## src/rtl/ftb_pkg.sv

```systemverilog
// Shared types and constants for the find-the-bomb game controller.
// State, direction and screen codes are fixed encodings seen by the OLED mux and debug logic.
package ftb_pkg;

    typedef enum logic [2:0] {
        S_IDLE  = 3'd0,
        S_START = 3'd1,
        S_PLAY  = 3'd2,
        S_WIN   = 3'd3,
        S_LOSE  = 3'd4
    } ftb_state_t;

    typedef enum logic [1:0] {
        DIR_UP    = 2'd0,
        DIR_DOWN  = 2'd1,
        DIR_LEFT  = 2'd2,
        DIR_RIGHT = 2'd3
    } ftb_dir_t;

    typedef enum logic [1:0] {
        SCR_MAZE  = 2'd0,
        SCR_START = 2'd1,
        SCR_WIN   = 2'd2,
        SCR_LOSE  = 2'd3
    } ftb_screen_t;

    localparam int         GRID      = 5;
    localparam logic [4:0] GOAL_CELL = 5'd24;

    function automatic ftb_screen_t screen_of(input ftb_state_t s);
        case (s)
            S_START: return SCR_START;
            S_WIN:   return SCR_WIN;
            S_LOSE:  return SCR_LOSE;
            default: return SCR_MAZE;
        endcase
    endfunction

endpackage

```

## src/rtl/ftb_game_ctrl_if.sv

```systemverilog
// Signal bundle between the menu/button/audio side (master) and the game controller (slave).
// move_valid is a one-cycle request with no ready: the controller consumes it in the same cycle, acting only in play.
interface ftb_game_ctrl_if;

    logic       enable;
    logic       start;
    logic       move_valid;
    logic [1:0] move_dir;
    logic [2:0] game_state;
    logic [1:0] screen_sel;
    logic [4:0] position;
    logic [4:0] bomb;
    logic [4:0] moves_left;
    logic       bump;

    modport master (
        output enable, start, move_valid, move_dir,
        input  game_state, screen_sel, position, bomb, moves_left, bump
    );

    modport slave (
        input  enable, start, move_valid, move_dir,
        output game_state, screen_sel, position, bomb, moves_left, bump
    );

endinterface

```

## src/rtl/ftb_lfsr8.sv

```systemverilog
// Free-running 8-bit maximal-length LFSR (x^8+x^6+x^5+x^4+1), seeded 8'hA5 on reset.
module ftb_lfsr8 (
    input  logic       clock,
    input  logic       rst_n,
    output logic [7:0] out
);

    logic [7:0] r_lfsr;
    logic       w_fb;

    assign w_fb = r_lfsr[7] ^ r_lfsr[5] ^ r_lfsr[4] ^ r_lfsr[3];

    always_ff @(posedge clock or negedge rst_n) begin
        if (!rst_n) r_lfsr <= 8'hA5;
        else        r_lfsr <= {r_lfsr[6:0], w_fb};
    end

    assign out = r_lfsr;

endmodule

```

## src/rtl/ftb_game_ctrl.sv

```systemverilog
// Find-the-bomb game sequencer: start screen, play on a 5x5 maze, win/lose screens.
// Owns player position, bomb placement and the move budget; all outputs are registered.
module ftb_game_ctrl
    import ftb_pkg::*;
#(
    parameter int START_CYCLES = 200_000_000,
    parameter int END_CYCLES   = 50_000_000,
    parameter int MAX_MOVES    = 16
) (
    input  logic           clock,
    input  logic           rst_n,
    ftb_game_ctrl_if.slave game
);

    localparam logic [27:0] START_LAST = 28'(START_CYCLES - 1);
    localparam logic [27:0] END_LAST   = 28'(END_CYCLES - 1);
    localparam logic [4:0]  MAX_MV     = 5'(MAX_MOVES);

    ftb_state_t  r_state,      w_state_nxt;
    logic [27:0] r_timer,      w_timer_nxt;
    logic [4:0]  r_position,   w_position_nxt;
    logic [4:0]  r_bomb,       w_bomb_nxt;
    logic [4:0]  r_moves_left, w_moves_nxt;
    logic        r_bump,       w_bump_nxt;
    ftb_screen_t r_screen_sel;
    logic        r_start_q;

    logic [7:0]  w_lfsr;
    logic        w_start_rise;
    logic [2:0]  w_row;
    logic [2:0]  w_col;
    logic [4:0]  w_target;
    logic        w_legal;
    logic [4:0]  w_bomb_new;

    ftb_lfsr8 u_lfsr (
        .clock (clock),
        .rst_n (rst_n),
        .out   (w_lfsr)
    );

    assign w_start_rise = game.start & ~r_start_q;
    assign w_row        = 3'(r_position / 5'(GRID));
    assign w_col        = 3'(r_position % 5'(GRID));
    assign w_bomb_new   = 5'((w_lfsr % 8'd23) + 8'd1);

    always_comb begin
        w_target = r_position;
        w_legal  = 1'b0;
        case (ftb_dir_t'(game.move_dir))
            DIR_UP: begin
                w_legal  = (w_row != 3'd0);
                w_target = r_position - 5'(GRID);
            end
            DIR_DOWN: begin
                w_legal  = (w_row != 3'(GRID - 1));
                w_target = r_position + 5'(GRID);
            end
            DIR_LEFT: begin
                w_legal  = (w_col != 3'd0);
                w_target = r_position - 5'd1;
            end
            default: begin
                w_legal  = (w_col != 3'(GRID - 1));
                w_target = r_position + 5'd1;
            end
        endcase
    end

    always_comb begin
        w_state_nxt    = r_state;
        w_timer_nxt    = r_timer + 28'd1;
        w_position_nxt = r_position;
        w_bomb_nxt     = r_bomb;
        w_moves_nxt    = r_moves_left;
        w_bump_nxt     = 1'b0;
        case (r_state)
            S_IDLE: begin
                w_timer_nxt = '0;
                if (game.enable) w_state_nxt = S_START;
            end
            S_START: begin
                if (r_timer == START_LAST || w_start_rise) begin
                    w_state_nxt    = S_PLAY;
                    w_position_nxt = '0;
                    w_moves_nxt    = MAX_MV;
                    w_bomb_nxt     = w_bomb_new;
                end
            end
            S_PLAY: begin
                if (game.move_valid) begin
                    if (w_legal) begin
                        w_position_nxt = w_target;
                        w_moves_nxt    = r_moves_left - 5'd1;
                        // Bomb beats goal, goal beats an exhausted budget.
                        if (w_target == r_bomb)          w_state_nxt = S_LOSE;
                        else if (w_target == GOAL_CELL)  w_state_nxt = S_WIN;
                        else if (r_moves_left == 5'd1)   w_state_nxt = S_LOSE;
                    end else begin
                        w_bump_nxt = 1'b1;
                    end
                end
            end
            S_WIN, S_LOSE: begin
                if (r_timer == END_LAST) w_state_nxt = S_START;
            end
            default: w_state_nxt = S_IDLE;
        endcase

        if (!game.enable) begin
            w_state_nxt    = S_IDLE;
            w_position_nxt = '0;
            w_bomb_nxt     = '0;
            w_moves_nxt    = '0;
            w_bump_nxt     = 1'b0;
        end
        if (w_state_nxt != r_state) w_timer_nxt = '0;
    end

    always_ff @(posedge clock or negedge rst_n) begin
        if (!rst_n) begin
            r_state      <= S_IDLE;
            r_timer      <= '0;
            r_position   <= '0;
            r_bomb       <= '0;
            r_moves_left <= '0;
            r_bump       <= 1'b0;
            r_screen_sel <= SCR_MAZE;
            // A button already held at reset release must not count as a press.
            r_start_q    <= 1'b1;
        end else begin
            r_state      <= w_state_nxt;
            r_timer      <= w_timer_nxt;
            r_position   <= w_position_nxt;
            r_bomb       <= w_bomb_nxt;
            r_moves_left <= w_moves_nxt;
            r_bump       <= w_bump_nxt;
            r_screen_sel <= screen_of(w_state_nxt);
            r_start_q    <= game.start;
        end
    end

    assign game.game_state = r_state;
    assign game.screen_sel = r_screen_sel;
    assign game.position   = r_position;
    assign game.bomb       = r_bomb;
    assign game.moves_left = r_moves_left;
    assign game.bump       = r_bump;

endmodule
```

## src/flat_wrapper.sv

```systemverilog
// flat-port wrapper written by rule: the top's interface ports become plain ports
module ftb_game_ctrl_flat import ftb_pkg::*;
#(
    parameter int START_CYCLES = 200_000_000,
    parameter int END_CYCLES   = 50_000_000,
    parameter int MAX_MOVES    = 16
)
  (clock, rst_n, game_enable, game_start, game_move_valid, game_move_dir, game_game_state, game_screen_sel, game_position, game_bomb, game_moves_left, game_bump);
  ftb_game_ctrl_if game_i ();
  input  logic clock;
  input  logic rst_n;
  input wire logic [$bits(game_i.enable)-1:0] game_enable;
  input wire logic [$bits(game_i.start)-1:0] game_start;
  input wire logic [$bits(game_i.move_valid)-1:0] game_move_valid;
  input wire logic [$bits(game_i.move_dir)-1:0] game_move_dir;
  output wire logic [$bits(game_i.game_state)-1:0] game_game_state;
  output wire logic [$bits(game_i.screen_sel)-1:0] game_screen_sel;
  output wire logic [$bits(game_i.position)-1:0] game_position;
  output wire logic [$bits(game_i.bomb)-1:0] game_bomb;
  output wire logic [$bits(game_i.moves_left)-1:0] game_moves_left;
  output wire logic [$bits(game_i.bump)-1:0] game_bump;
  assign game_i.enable = game_enable;
  assign game_i.start = game_start;
  assign game_i.move_valid = game_move_valid;
  assign game_i.move_dir = game_move_dir;
  assign game_game_state = game_i.game_state;
  assign game_screen_sel = game_i.screen_sel;
  assign game_position = game_i.position;
  assign game_bomb = game_i.bomb;
  assign game_moves_left = game_i.moves_left;
  assign game_bump = game_i.bump;
  ftb_game_ctrl #(.START_CYCLES(START_CYCLES), .END_CYCLES(END_CYCLES), .MAX_MOVES(MAX_MOVES)) u_core (.clock(clock), .rst_n(rst_n), .game(game_i));
endmodule
```

## config.mk

```make
export PLATFORM = sky130hd
export DESIGN_NAME = ftb_game_ctrl_flat
export DESIGN_NICKNAME = d
export VERILOG_FILES = /design/src/rtl/ftb_pkg.sv /design/src/rtl/ftb_game_ctrl_if.sv /design/src/rtl/ftb_lfsr8.sv /design/src/rtl/ftb_game_ctrl.sv /design/src/flat_wrapper.sv
export SDC_FILE = /design/constraint.sdc
export NUM_CORES = 1
export LEC_CHECK = 0
export ABC_AREA = 1
export CORE_AREA = 8 8 97 99
export CTS_BUF_LIST = sky130_fd_sc_hd__clkbuf_8
export CTS_CLUSTER_DIAMETER = 60
export CTS_CLUSTER_SIZE = 14
export DETAILED_ROUTE_END_ITERATION = 10
export DIE_AREA = 0 0 105 107
export PLACE_DENSITY_LB_ADDON = 0.05
export SLEW_MARGIN = 0
export SYNTH_ARGS = -nofsm -noshare
export SYNTH_HDL_FRONTEND = slang
export SYNTH_SLANG_ARGS = --single-unit
```

## constraint.sdc

```tcl
create_clock -name clock -period 3.45 [get_ports clock]
set_clock_uncertainty 0.2 [all_clocks]
set_input_delay 1.035 -clock clock [delete_from_list [all_inputs] [get_ports clock]]
set_output_delay 1.035 -clock clock [all_outputs]
set_load 0.02 [all_outputs]
```

After elaboration in Yosys (flattened, before gate mapping):

Index checks and enable logic that the tools add are counted.

* register bits: 58
* bits in latches: 0
* memory bits (writable): 0
* bits in read-only memories: 0
* input port bits: 7
* output and inout bits: 21
* word-level logic and storage cells: 86
* memories kept: 0

* $add $sub $neg: 7
* multipliers: 0
* divide/modulo/power cells: 3
* order comparisons: 0
* eq/ne operators: 23
* shift-type cells: 0
* multiplexer cells: 31
* bitwise logic cells: 5
* reductions and logical operators: 8

Operator list (count)
* 2-to-1 mux 28 bit: 2
* 2-to-1 mux 5 bit: 11
* adder 28 x 1 -> 28 bit (second input constant): 1
* equality test 28 x 26 -> 1 bit (second input constant): 1
* equality test 28 bit (second input constant): 1
* 2-to-1 mux 3 bit: 8
* one-hot mux 5 bit (2 select lines): 2
* one-hot mux 5 bit (3 select lines): 1
* one-hot mux 3 bit (4 select lines): 1
* adder 5 x 1 -> 5 bit (second input constant): 2
* subtractor 5 x 1 -> 5 bit (second input constant): 2
* equality test 3 x 2 -> 1 bit (second input constant): 3
* inequality test 3 bit (second input constant): 3
* modulo 8 x 5 -> 8 bit (second input constant): 1
* equality test 3 x 1 -> 1 bit (second input constant): 2
* equality test 3 bit (second input constant): 2
* inequality test 3 x 2 -> 1 bit (second input constant): 2
* one-hot mux 2 bit (3 select lines): 1
* nonzero test 3 bit: 2
* adder 5 x 3 -> 5 bit (second input constant): 1
* divider 5 x 3 -> 5 bit (second input constant): 1
* equality test 5 x 1 -> 1 bit (second input constant): 1
* equality test 5 bit: 1
* equality test 5 bit (second input constant): 1
* other kinds (18): 24

Depth between registers and ports, before layout:

Gate-level depths: netlist (run 1).

* word-level depth: 11
* mapped depth: 31
* mapped depth without buffers: 31

Hierarchy:

Synthesis (run 1) repeated with hierarchy kept, for this count alone.

* cell total of the unflattened synthesis: 573
* area, all modules: 4355.4 um^2

Modules (own cells, without submodules)
* ftb_game_ctrl: instances 1, cells each 548, area an instance 4078.9 um^2, seq. area each 1252.5 um^2
* ftb_lfsr8: instances 1, cells each 25, area an instance 276.5 um^2, seq. area each 205.2 um^2

Least setup slack after synthesis (run 1):

Ideal clock, no wire load.

* kind: in2reg
* start point: input game_move_dir[1]
* end point: register u_core.r_timer[18]
* library setup time: 69 ps
* arrival time: 3724 ps
* required time: 3181 ps
* path slack: -543 ps
* stages: 19
* path buffers: 1
* path through: inv_1 -> ha_1 -> nor2_1 -> fa_1 -> xor2_1 -> nor4_1 -> o21ai_0 -> a211oi_1 -> a21oi_1 -> nor2_1 -> nand4_1 -> nand2_1 -> nand2_1 -> nand2_1 -> nand2_1 -> nor2_2 -> nand2_4 -> buf_12 -> nor2_4

* word-level cells in the longest chain between the ends: 11
* elaborated cells between the ends (all ways): 15
* classes of those cells: eq/ne: 5; mux: 9; reduce/logical: 1

RTL lines
* from (decl): line flat_wrapper.sv:15 `input wire logic [$bits(game_i.move_dir)-1:0] game_move_dir;`
* equality test 2 bit, or another cell as far along: line ftb_game_ctrl.sv:50 `case (ftb_dir_t'(game.move_dir))`
* one-hot mux 5 bit (3 select lines): line ftb_game_ctrl.sv:50
* equality test 5 bit: line ftb_game_ctrl.sv:97 `else if (w_target == GOAL_CELL) w_state_nxt = S_WIN;`
* 2-to-1 mux 3 bit: line ftb_game_ctrl.sv:97
* 2-to-1 mux 3 bit: line ftb_game_ctrl.sv:96 `if (w_target == r_bomb) w_state_nxt = S_LOSE;`
* 2-to-1 mux 3 bit *: line ftb_game_ctrl.sv:92 `if (w_legal) begin`
* 2-to-1 mux 3 bit *: line ftb_game_ctrl.sv:91 `if (game.move_valid) begin`
* one-hot mux 3 bit (4 select lines) *: line ftb_game_ctrl.sv:77 `case (r_state)`
* 2-to-1 mux 3 bit *: line ftb_game_ctrl.sv:110 `if (!game.enable) begin`
* inequality test 3 bit *: line ftb_game_ctrl.sv:117 `if (w_state_nxt != r_state) w_timer_nxt = '0;`
* 2-to-1 mux 28 bit *: line ftb_game_ctrl.sv:117
* net u_core.w_timer_nxt[18]: line ftb_game_ctrl.sv:20 `logic [27:0] r_timer, w_timer_nxt;`
* to (signal assigned): line ftb_game_ctrl.sv:133 `r_timer <= w_timer_nxt;`
* to (decl): line ftb_game_ctrl.sv:20

The timed path passes the listed nets; every way through them passes the cells marked *.
A chain may end at the register's enable or synchronous reset.

Final worst setup path (run 1):

* start point: input game_move_dir[0]
* end point: register u_core.r_timer[14]

The elaborated chain is that of the path after synthesis.

==> results.cfg, run 1 <==
[run_status]
status = complete, but fails checks
failed_checks = negative setup slack

[drt]
final_antenna_net_count = 0
via_count = 4495
routed_wl_um = 12800
detail_route.wl_per_cell_um = 15.4
drcViolationCount = 0
avgViaCountPerCell = 5.42
drtIter0Drc = 255
firstDrtPassIters = 5

[pwr]
p_leak_nw = 2.96
p_comb_frac = 0.245
power.share.clock = 0.377
p_sw_frac = 0.295
ir_worst_vdd_mv = 0.175
pwr-share-seq = 0.379
switchingPower_mw = 0.558
p_per_area_nw_per_um2 = 299
internal-power_mw = 1.33

[sta]
slew_headroom = 0.661
setup_viol = 34
fin_crit_ps = 3880
rsz0062_at_grt = true
drv_slew = 0
finalHoldViolCount = 0
fmax_ghz = 0.258
timing.final.crit_share = 1.13
setup_ws_ps = -432
worst_slew_pin_slew_ps = 504

[yosys]
yosysSeqAreaShare = 0.338
netlist.area_leader.share = 0.308
synth_nets = 609
synth_commonest_cells = nand2_1 (120), inv_1 (85), nand3_1 (64)
postSynthCellCount = 585
ys_top_cells_by_area = dfrtp_1 (31%), nand2_1 (10%), nand3_1 (7.4%)
synth_edf_count = 0
synthArstFlopShare = 1.00
ys_warn_count = 0
synth_area_um2 = 4310
synth_most_common_cell = nand2_1
yosys.area.top_type = dfrtp_1
yosysUniqueCellTypes = 46
syn_area_per_cell_um2 = 7.37
yosys_register_bits = 58
ys.flop_type = dfrtp_1

[grt]
grt_pass1_vias = 4352
track_usage = 0.207
antenna_found_initial = 0
grt_pass1_wl_um = 19500
grt_max_degree = 24
overflow = 0

[setup_path]
crit_path_frequent_cell = nand2_1
end_kind = register
arrival_ps = 3960
timing.reg2reg.setup_slack_ps = -220
crit_family = simple AND/OR/NAND/NOR gates
path_max_fanout = 8
worst_path_largest_cell_delay_ps = 470
critPathKind = in2reg
slowest_stage = fa_2
path_buf_inv = 4
startpoint_type = input pin
cp.required_ps = 3530
crit_path_cell_trace = buf_4 > ha_4 > nor2_4 > fa_2 > xor2_1 > nor4_4 > o21ai_1 > a211oi_2 > buf_4 > a21oi_1 > o21bai_1 > nand2_1 > nand2_1 > nand2_1 > nand2_2 > nand2_4 > buf_12 > buf_16 > nor2_4

[placement]
dpl.hpwl_um = 7440
place.gp.congestion = 0.833
pre_cts_ws_ps = -1080
dp_cells = 768
numPortBuffers = 27

[floorplan]
start_util = 0.544
die-area_um2 = 11200
die_h_um = 107
rows = 33
core_area_um2 = 7930
io_pins = 28
die_w_um = 105

[clock_tree]
clock_latency_ps = 340
cts_tree = done
cts_buffers = 9
clock_path_buffers = 2
cts_max_level = 3
cts_sinks = 58
cts.root.buffer_cell = clkbuf_8
postCtsHoldBufs = 0
clkTransAtPathRegs_ps = 70

[worst_hold_path]
worstHoldPathType = reg2reg

[finish]
fin_cells = 830
antenna_cells = 0
finish.net_count = 744
layout-drive-gt1-share = 0.372
area_growth_pct = 46.7

[flow_run]
cap_violations = 0
metrics by stage:
step / area (µm²) / setup TNS [ps] / hold slack, ps / util / total power [mW]
final: 6330 / -10960 / 251 / 0.798 / 1.89
after floorplan: 4390 / -6580 / 195 / - / 0.945
after global routing: 6330 / -17200 / 253 / 0.798 / 1.96
after CTS: 5920 / -9990 / 229 / 0.747 / 1.91
after global placement: 5190 / -29900 / 220 / 0.655 / 1.07
after detailed placement: 5190 / -33550 / 211 / 0.655 / 1.08
metal layers:
metal	up-vias	GRT usage	routed length, µm
met5	-	0	0
met4	0	0.0887	280
met3	23	0.0324	469
met2	124	0.366	6730
met1	2181	0.246	5330
li1	2167	-	-
area by class of cell:
type | instances | area, µm²
clock buffer | 11 | 151
clock inverter | 5 | 71.3
fill | 500 | 1600
inverter | 89 | 352
multi-input combinational | 431 | 3010
sequential | 58 | 1460
tap | 105 | 131
timing repair buffer | 131 | 1160
worst paths after layout:
check	startpoint	end	depth (start not counted)
max	game_move_dir[0]	u_core.r_timer[14]	19
min	u_core.u_lfsr.out[2]	u_core.u_lfsr.out[3]	0
max reg2reg	u_core.u_lfsr.out[5]	u_core.game.bomb[4]	26
min reg2reg	u_core.u_lfsr.out[2]	u_core.u_lfsr.out[3]	0
max in group asynchronous	rst_n	u_core.u_lfsr.out[2]	2
min in group asynchronous	rst_n	u_core.r_timer[18]	1
cells by family after synthesis:
group	after synthesis	share of synthesized area
flip-flops	58	0.338
buffers and inverters	96	0.0899
adder cells (fa/ha/maj)	17	0.0511
AO/OA/AOI/OAI	63	0.0911
XOR/XNOR	20	0.0406
AND/OR/NAND/NOR	331	0.389
registers in the layout (all words and copies together) (netlist names):
signal	cells
u_core.game.bomb	5
u_core.game.position	5
u_core.r_timer	28
u_core.u_lfsr.out	8
u_core.game.bump	1
u_core.game.screen_sel	2
u_core.game.game_state	3
u_core.r_start_q	1
u_core.game.moves_left	5
cell usage in the layout (no fill, tap or decap), types with 9 or more instances in the layout:
cell type and count:
nand2_1 100, buf_6 12, ha_1 9, clkdlybuf4s50_1 24
dfrtp_1 53, inv_1 80, inv_2 9, nor3_1 11
xor2_1 11, nand4_1 17, nand3_1 53, nor2_1 32
nand2_4 17, clkbuf_8 11, nand2_2 28, o21ai_0 22
buf_4 89, nor2_4 34
power by group through the flow:
stage / combinational (mW) / clock (mW) / sequential, mW
2_1_floorplan: 0.201 / 0 / 0.744
3_3_place_gp: 0.342 / 0 / 0.727
3_5_place_dp: 0.348 / 0 / 0.727
4_1_cts: 0.472 / 0.719 / 0.715
5_1_grt: 0.493 / 0.749 / 0.719
6_report: 0.462 / 0.713 / 0.716
timing repair:
action	4_1_cts	5_1_grt
setup buffers	30	23
pin swaps	38	68
gates resized for setup	62	83
gates cloned	2	0
setup endpoints to repair	37	48
(Power assumes the default switching activity.)
==> run 2, diff against run 1 <==
- PLACE_DENSITY: default -> 0.77
- PLACE_DENSITY_LB_ADDON: 0.05 -> default
==> run 2 against run 1 <==
The run still ends with negative setup slack left; worst setup slack worse by 210 ps; via count up 5.1%; first-iteration DRC count up 57%; final cell count down 1.3%; clock-buffer cell count up 1; sequential power about the same; sequential cell count unchanged; die area unchanged; total power down 3.6%.
==> results.cfg, run 2 (synthesized netlist as in run 1, its figures left out) <==
[run_status]
status = complete, but fails checks
failed_checks = negative setup slack

[finish]
seqCellArea_um2 = 1460
antenna_cells = 0
largest_reg_flops = 28
layout-drive-gt1-share = 0.354
finish.net_count = 733
final_common_cell = nand2_1
top_register = u_core.r_timer
fill_cells = 519
area_growth_pct = 42.5
fin_util = 0.775
fin_cells = 819
mostFrequentLayoutCells = nand2_1 (103), inv_1 (79), buf_4 (79), nand3_1 (54), dfrtp_1 (53)
multiInputGateArea_um2 = 2930

[pwr]
switchingPower_mw = 0.565
p_sw_frac = 0.310
p_comb_frac = 0.239
p_per_area_nw_per_um2 = 297
p_leak_nw = 2.85
pwr-share-seq = 0.394
internal-power_mw = 1.26
power.share.clock = 0.367
ir_worst_vdd_mv = 0.289

[clock_tree]
cts_tree = done
clkTransAtPathRegs_ps = 70
clock_latency_ps = 340
cts_max_level = 3
cts_buffers = 9
cts.root.buffer_cell = clkbuf_8
clock_path_buffers = 2
cts_sinks = 58

[floorplan]
rows = 33
die_h_um = 107
die-area_um2 = 11200
io_pins = 28
start_util = 0.544
die_w_um = 105
core_area_um2 = 7930

[setup_path]
crit_family = simple AND/OR/NAND/NOR gates
ff2ff_path_depth = 30
slowest_stage = fa_2
cp.required_ps = 3520
path_buf_inv = 4
critPathKind = in2reg
end_kind = register
startpoint_type = input pin
arrival_ps = 4160
worst_path_largest_cell_delay_ps = 410
path_max_fanout = 8
path_depth = 22
crit_path_cell_trace = buf_12 > inv_12 > ha_4 > nor2_4 > fa_2 > xor2_2 > inv_2 > nor2_4 > nor4_2 > o21ai_1 > a211oi_2 > a21oi_1 > nor2_1 > nand4_1 > nand2_1 > nand2_2 > nand2_2 > nand2_2 > nor2_4 > nand2_4 > buf_12 > nor2_2

[sta]
fin_crit_ps = 4090
setup_ws_ps = -640
worst_slew_pin_slew_ps = 927
timing.final.crit_share = 1.19
slew_headroom = 0.381
rsz0062_at_grt = true
finalHoldViolCount = 0
drv_slew = 0
setup_viol = 44
fmax_ghz = 0.244

[drt]
m1WireLength_um = 5590
via_count = 4725
final_antenna_net_count = 0
drtIter0Drc = 400
met3WireLength_um = 878
firstDrtPassIters = 4
avgViaCountPerCell = 5.77
detail_route.wl_per_cell_um = 17.2
drcViolationCount = 0
top_layer_used = met4
wl_met2_um = 7000
routed_wl_um = 14100

[grt]
grt_pass1_vias = 4538
overflow = 0
track_usage = 0.220
antenna_found_initial = 0
grt_pass1_wl_um = 20500
grt_max_degree = 29

[worst_hold_path]
hold_depth = 0
worstHoldPathType = reg2reg

[placement]
dpl.hpwl_um = 7870
numPortBuffers = 27
dp_cells = 772
place.gp.congestion = 0.875

[flow_run]
cap_violations = 0
==> run 2: through the flow <==
step / hold WS, ps / area (µm²) / power (mW) / TNS, ps / setup slack (ps)
2_1_floorplan: 195 / 4390 / 0.945 / -6580 / -280
3_3_place_gp: 219 / 5240 / 1.07 / -32570 / -1040
3_5_place_dp: 217 / 5240 / 1.08 / -36250 / -1140
4_1_cts: 233 / 5850 / 1.78 / -8510 / -305
5_1_grt: 247 / 6140 / 1.89 / -24580 / -692
6_report: 240 / 6140 / 1.82 / -20710 / -640
==> run 2: area by class of cell <==
| cell class | count | area share |
|---|---|---|
| sequential | 58 | 0.237 |
| clock buffer | 12 | 0.0269 |
| clock inverter | 4 | 0.00692 |
| timing repair buffer | 120 | 0.174 |
| tap | 105 | 0.0214 |
| multi-input combinational | 431 | 0.477 |
| inverter | 89 | 0.0564 |
==> run 2: what timing repair did <==
action,4_1_cts,5_1_grt
buffers inserted,23,12
setup endpoints to repair,38,48
gates resized for setup,68,53
hold buffers,0,0
gates cloned,1,0
pin swaps,40,36
==> run 2: final timing paths <==
check / start / end / slack (ps)
min reg2reg: u_core.u_lfsr.out[2] / u_core.u_lfsr.out[3] / 240
max reg2reg: u_core.u_lfsr.out[5] / u_core.game.bomb[4] / -350
min: u_core.u_lfsr.out[2] / u_core.u_lfsr.out[3] / 240
min in group asynchronous: rst_n / u_core.r_timer[19] / 420
max in group asynchronous: rst_n / u_core.u_lfsr.out[0] / 1940
max: game_move_dir[1] / u_core.r_timer[14] / -640
==> run 2: worst register-to-register path, delay by kind of cell (launching register included) <==
family          cells  cell delay, ps
compound gates      1              90
simple gates       24            2200
buf+inv             2             140
flops               1             590
fa+ha+maj           3             480
==> run 2: per-layer routing <==
| layer | up-vias | track usage |
|---|---|---|
| met5 | - | 0 |
| met2 | 251 | 0.379 |
| met3 | 63 | 0.0504 |
| met4 | 0 | 0.108 |
| met1 | 2262 | 0.252 |
| li1 | 2149 | - |
==> run 2: power by group through the flow <==
| stage | combinational (mW) | sequential, mW | clock, mW |
|---|---|---|---|
| floorplan | 0.201 | 0.744 | 0 |
| global placement | 0.346 | 0.728 | 0 |
| detailed placement | 0.353 | 0.729 | 0 |
| CTS | 0.399 | 0.717 | 0.667 |
| finish | 0.436 | 0.717 | 0.669 |
| global route | 0.465 | 0.719 | 0.701 |
==> run 3, diff against run 2 <==
--- a/config.mk
+++ b/config.mk
@@ -7,13 +7,14 @@
 export LEC_CHECK = 0
 export ABC_AREA = 1
-export CORE_AREA = 8 8 97 99
+export CORE_AREA = 8 8 98 100
 export CTS_BUF_LIST = sky130_fd_sc_hd__clkbuf_8
 export CTS_CLUSTER_DIAMETER = 60
 export CTS_CLUSTER_SIZE = 14
 export DETAILED_ROUTE_END_ITERATION = 10
-export DIE_AREA = 0 0 105 107
-export PLACE_DENSITY = 0.77
+export DIE_AREA = 0 0 106 108
+export PLACE_DENSITY = 0.76
 export SLEW_MARGIN = 0
 export SYNTH_ARGS = -nofsm -noshare
 export SYNTH_HDL_FRONTEND = slang
+export SYNTH_HIERARCHICAL = 1
 export SYNTH_SLANG_ARGS = --single-unit
==> constraint.sdc (replaced) <==
create_clock -name clock -period 3.45 [get_ports clock]
set_clock_uncertainty 0.2 [all_clocks]
set_input_delay 0.8625 -clock clock [delete_from_list [all_inputs] [get_ports clock]]
set_output_delay 0.8625 -clock clock [all_outputs]
set_load 0.02 [all_outputs]
==> run 3 against run 2 <==
The flow still finishes with violations (negative setup slack); worst setup slack gained 460 ps; via count decreased by 7.8%; clock-buffer cell count down 2; utilization fell by 1.8 points; die area increased by 1.9%.
==> results.cfg, run 3 <==
[placement]
numPortBuffers = 27
place.gp.congestion = 0.882
pre_cts_ws_ps = -643
dpl.hpwl_um = 7940

[finish]
finish.net_count = 717
area_growth_pct = 40.0
mostFrequentLayoutCells = nand2_1 (104), buf_4 (77), inv_1 (72), dfrtp_1 (52), nand3_1 (39)
fill_cells = 538
seqCellArea_um2 = 1460
final_common_cell = nand2_1
multiInputGateArea_um2 = 2970
top_register = u_core/r_timer
layout-drive-gt1-share = 0.373
antenna_cells = 0
largest_reg_flops = 28

[clock_tree]
cts.root.buffer_cell = clkbuf_8
cts_sinks = 58
clock_path_buffers = 2
cts_buffers = 9
clock_latency_ps = 340
cts_tree = done
clkTransAtPathRegs_ps = 70
cts_max_level = 3
postCtsHoldBufs = 0

[grt]
grt_pass1_wl_um = 18800
overflow = 0
grt_max_degree = 24
track_usage = 0.199
grt_pass1_vias = 4232
antenna_found_initial = 0

[yosys]
netlist.area_leader.share = 0.305
synthArstFlopShare = 1.00
ys.flop_type = dfrtp_1
yosysSeqAreaShare = 0.335
synth_nets = 596
yosysUniqueCellTypes = 41
yosys.area.top_type = dfrtp_1
synth_commonest_cells = nand2_1 (123), inv_1 (83), dfrtp_1 (53)
synth_area_um2 = 4360
syn_area_per_cell_um2 = 7.60
ys_top_cells_by_area = dfrtp_1 (30%), nand2_1 (11%), inv_1 (7.2%)
synth_edf_count = 0
yosys_register_bits = 58
ys_warn_count = 6
postSynthCellCount = 573
synth_most_common_cell = nand2_1

[sta]
setup_ws_ps = -179
setup_viol = 4
worst_slew_pin_slew_ps = 610
slew_headroom = 0.592
finalHoldViolCount = 0
timing.final.crit_share = 1.05
fmax_ghz = 0.276
fin_crit_ps = 3630
rsz0062_at_grt = true
whs_ps = 216
drv_slew = 0

[setup_path]
startpoint_type = register
cp.required_ps = 3480
critPathKind = reg2reg
arrival_ps = 3660
crit_path_frequent_cell = nand2_4
end_kind = register
path_max_fanout = 7
slowest_stage = dfstp_2
worst_path_largest_cell_delay_ps = 590

[drt]
met3WireLength_um = 554
routed_wl_um = 11800
final_antenna_net_count = 0
firstDrtPassIters = 5
avgViaCountPerCell = 5.42
drtIter0Drc = 172
via_count = 4356
m1WireLength_um = 4650
wl_met2_um = 6320
top_layer_used = met4
drcViolationCount = 0
detail_route.wl_per_cell_um = 14.6

[floorplan]
die_w_um = 106
die_h_um = 108
rows = 33
core_area_um2 = 8050
start_util = 0.541
die-area_um2 = 11400
io_pins = 28

[worst_hold_path]
worstHoldPathType = reg2reg

[run_status]
status = complete, but fails checks
failed_checks = negative setup slack

[pwr]
p_leak_nw = 2.78
p_per_area_nw_per_um2 = 268
ir_worst_vdd_mv = 0.206

[flow_run]
cap_violations = 0
run 3: changes by cell type in the layout (fill, tap and decap cells not counted), moves of 5 or more:
cell,change
buf_6,-5
inv_2,+5
xor2_1,+5
o21ai_0,-7
inv_1,-7
xnor2_1,+6
nand2_4,+9
nand3_1,-15
nand3_4,+6
run 3: path summary, 6_finish.rpt:
check | cells past startpoint | slack [ps] | start | endpoint
max | 28 | -180 | u_core/u_lfsr/out[5] | u_core/game.bomb[4]
min | 0 | 220 | u_core/u_lfsr/out[6] | u_core/u_lfsr/out[7]
max reg2reg | 28 | -180 | u_core/u_lfsr/out[5] | u_core/game.bomb[4]
min reg2reg | 0 | 220 | u_core/u_lfsr/out[6] | u_core/u_lfsr/out[7]
max in group asynchronous | 2 | 2080 | rst_n | u_core/u_lfsr/out[0]
min in group asynchronous | 1 | 250 | rst_n | u_core/r_timer[14]
run 3: routing by layer:
layer,vias to the layer above,global-route usage
li1,2085,-
met1,2119,0.213
met2,127,0.371
met3,25,0.0476
met4,0,0.0734
met5,-,0
run 3: cell type report:
cell class | count | area share
Tap cell | 105 | 0.0216
Multi-Input combinational cell | 420 | 0.487
Clock buffer | 10 | 0.0226
Clock inverter | 6 | 0.0107
Inverter | 92 | 0.0579
Sequential cell | 58 | 0.239
Timing Repair Buffer | 113 | 0.161
run 3: cell families after synthesis:
kind of cell,share of synthesized area
and+or+nand+nor,0.394
adders and majority gates,0.0477
DFF,0.335
xor gates and xnor gates,0.0643
AOI/OAI and AO/OA,0.0695
buffers and inverters,0.0896
run 3: critical path: cells and delay by family (launching register included):
kind / cells / cell delay (ps)
and+or+nand+nor: 23 / 2110
DFF: 1 / 590
adders and majority gates: 3 / 460
AOI/OAI and AO/OA: 1 / 120
buffers and inverters: 1 / 50
run 3: repair_timing:
item / 4_1_cts / 5_1_grt
gates cloned: 1 / 0
setup buffers: 17 / 15
endpoints found under the hold margin: 0 / 0
endpoints found under the setup margin: 36 / 36
gates resized for setup: 50 / 64
pin swaps: 37 / 50
run 3: per-stage QoR:
stage | std cells | TNS (ps) | total power, mW | area [µm²] | util
6_report | 804 | -429 | 1.64 | 6100 | 0.757
5_1_grt | 804 | -3600 | 1.71 | 6100 | 0.757
4_1_cts | 789 | -48.1 | 1.63 | 5760 | 0.716
3_5_place_dp | 755 | -21370 | 0.969 | 5230 | 0.649
3_3_place_gp | 755 | -18430 | 0.961 | 5230 | 0.649
2_1_floorplan | 573 | 0 | 0.866 | 4440 | -
run 3: power breakdown:
part,switching [mW],internal (mW)
clock,0.284,0.354
sequential,0.0169,0.695
combinational,0.168,0.118
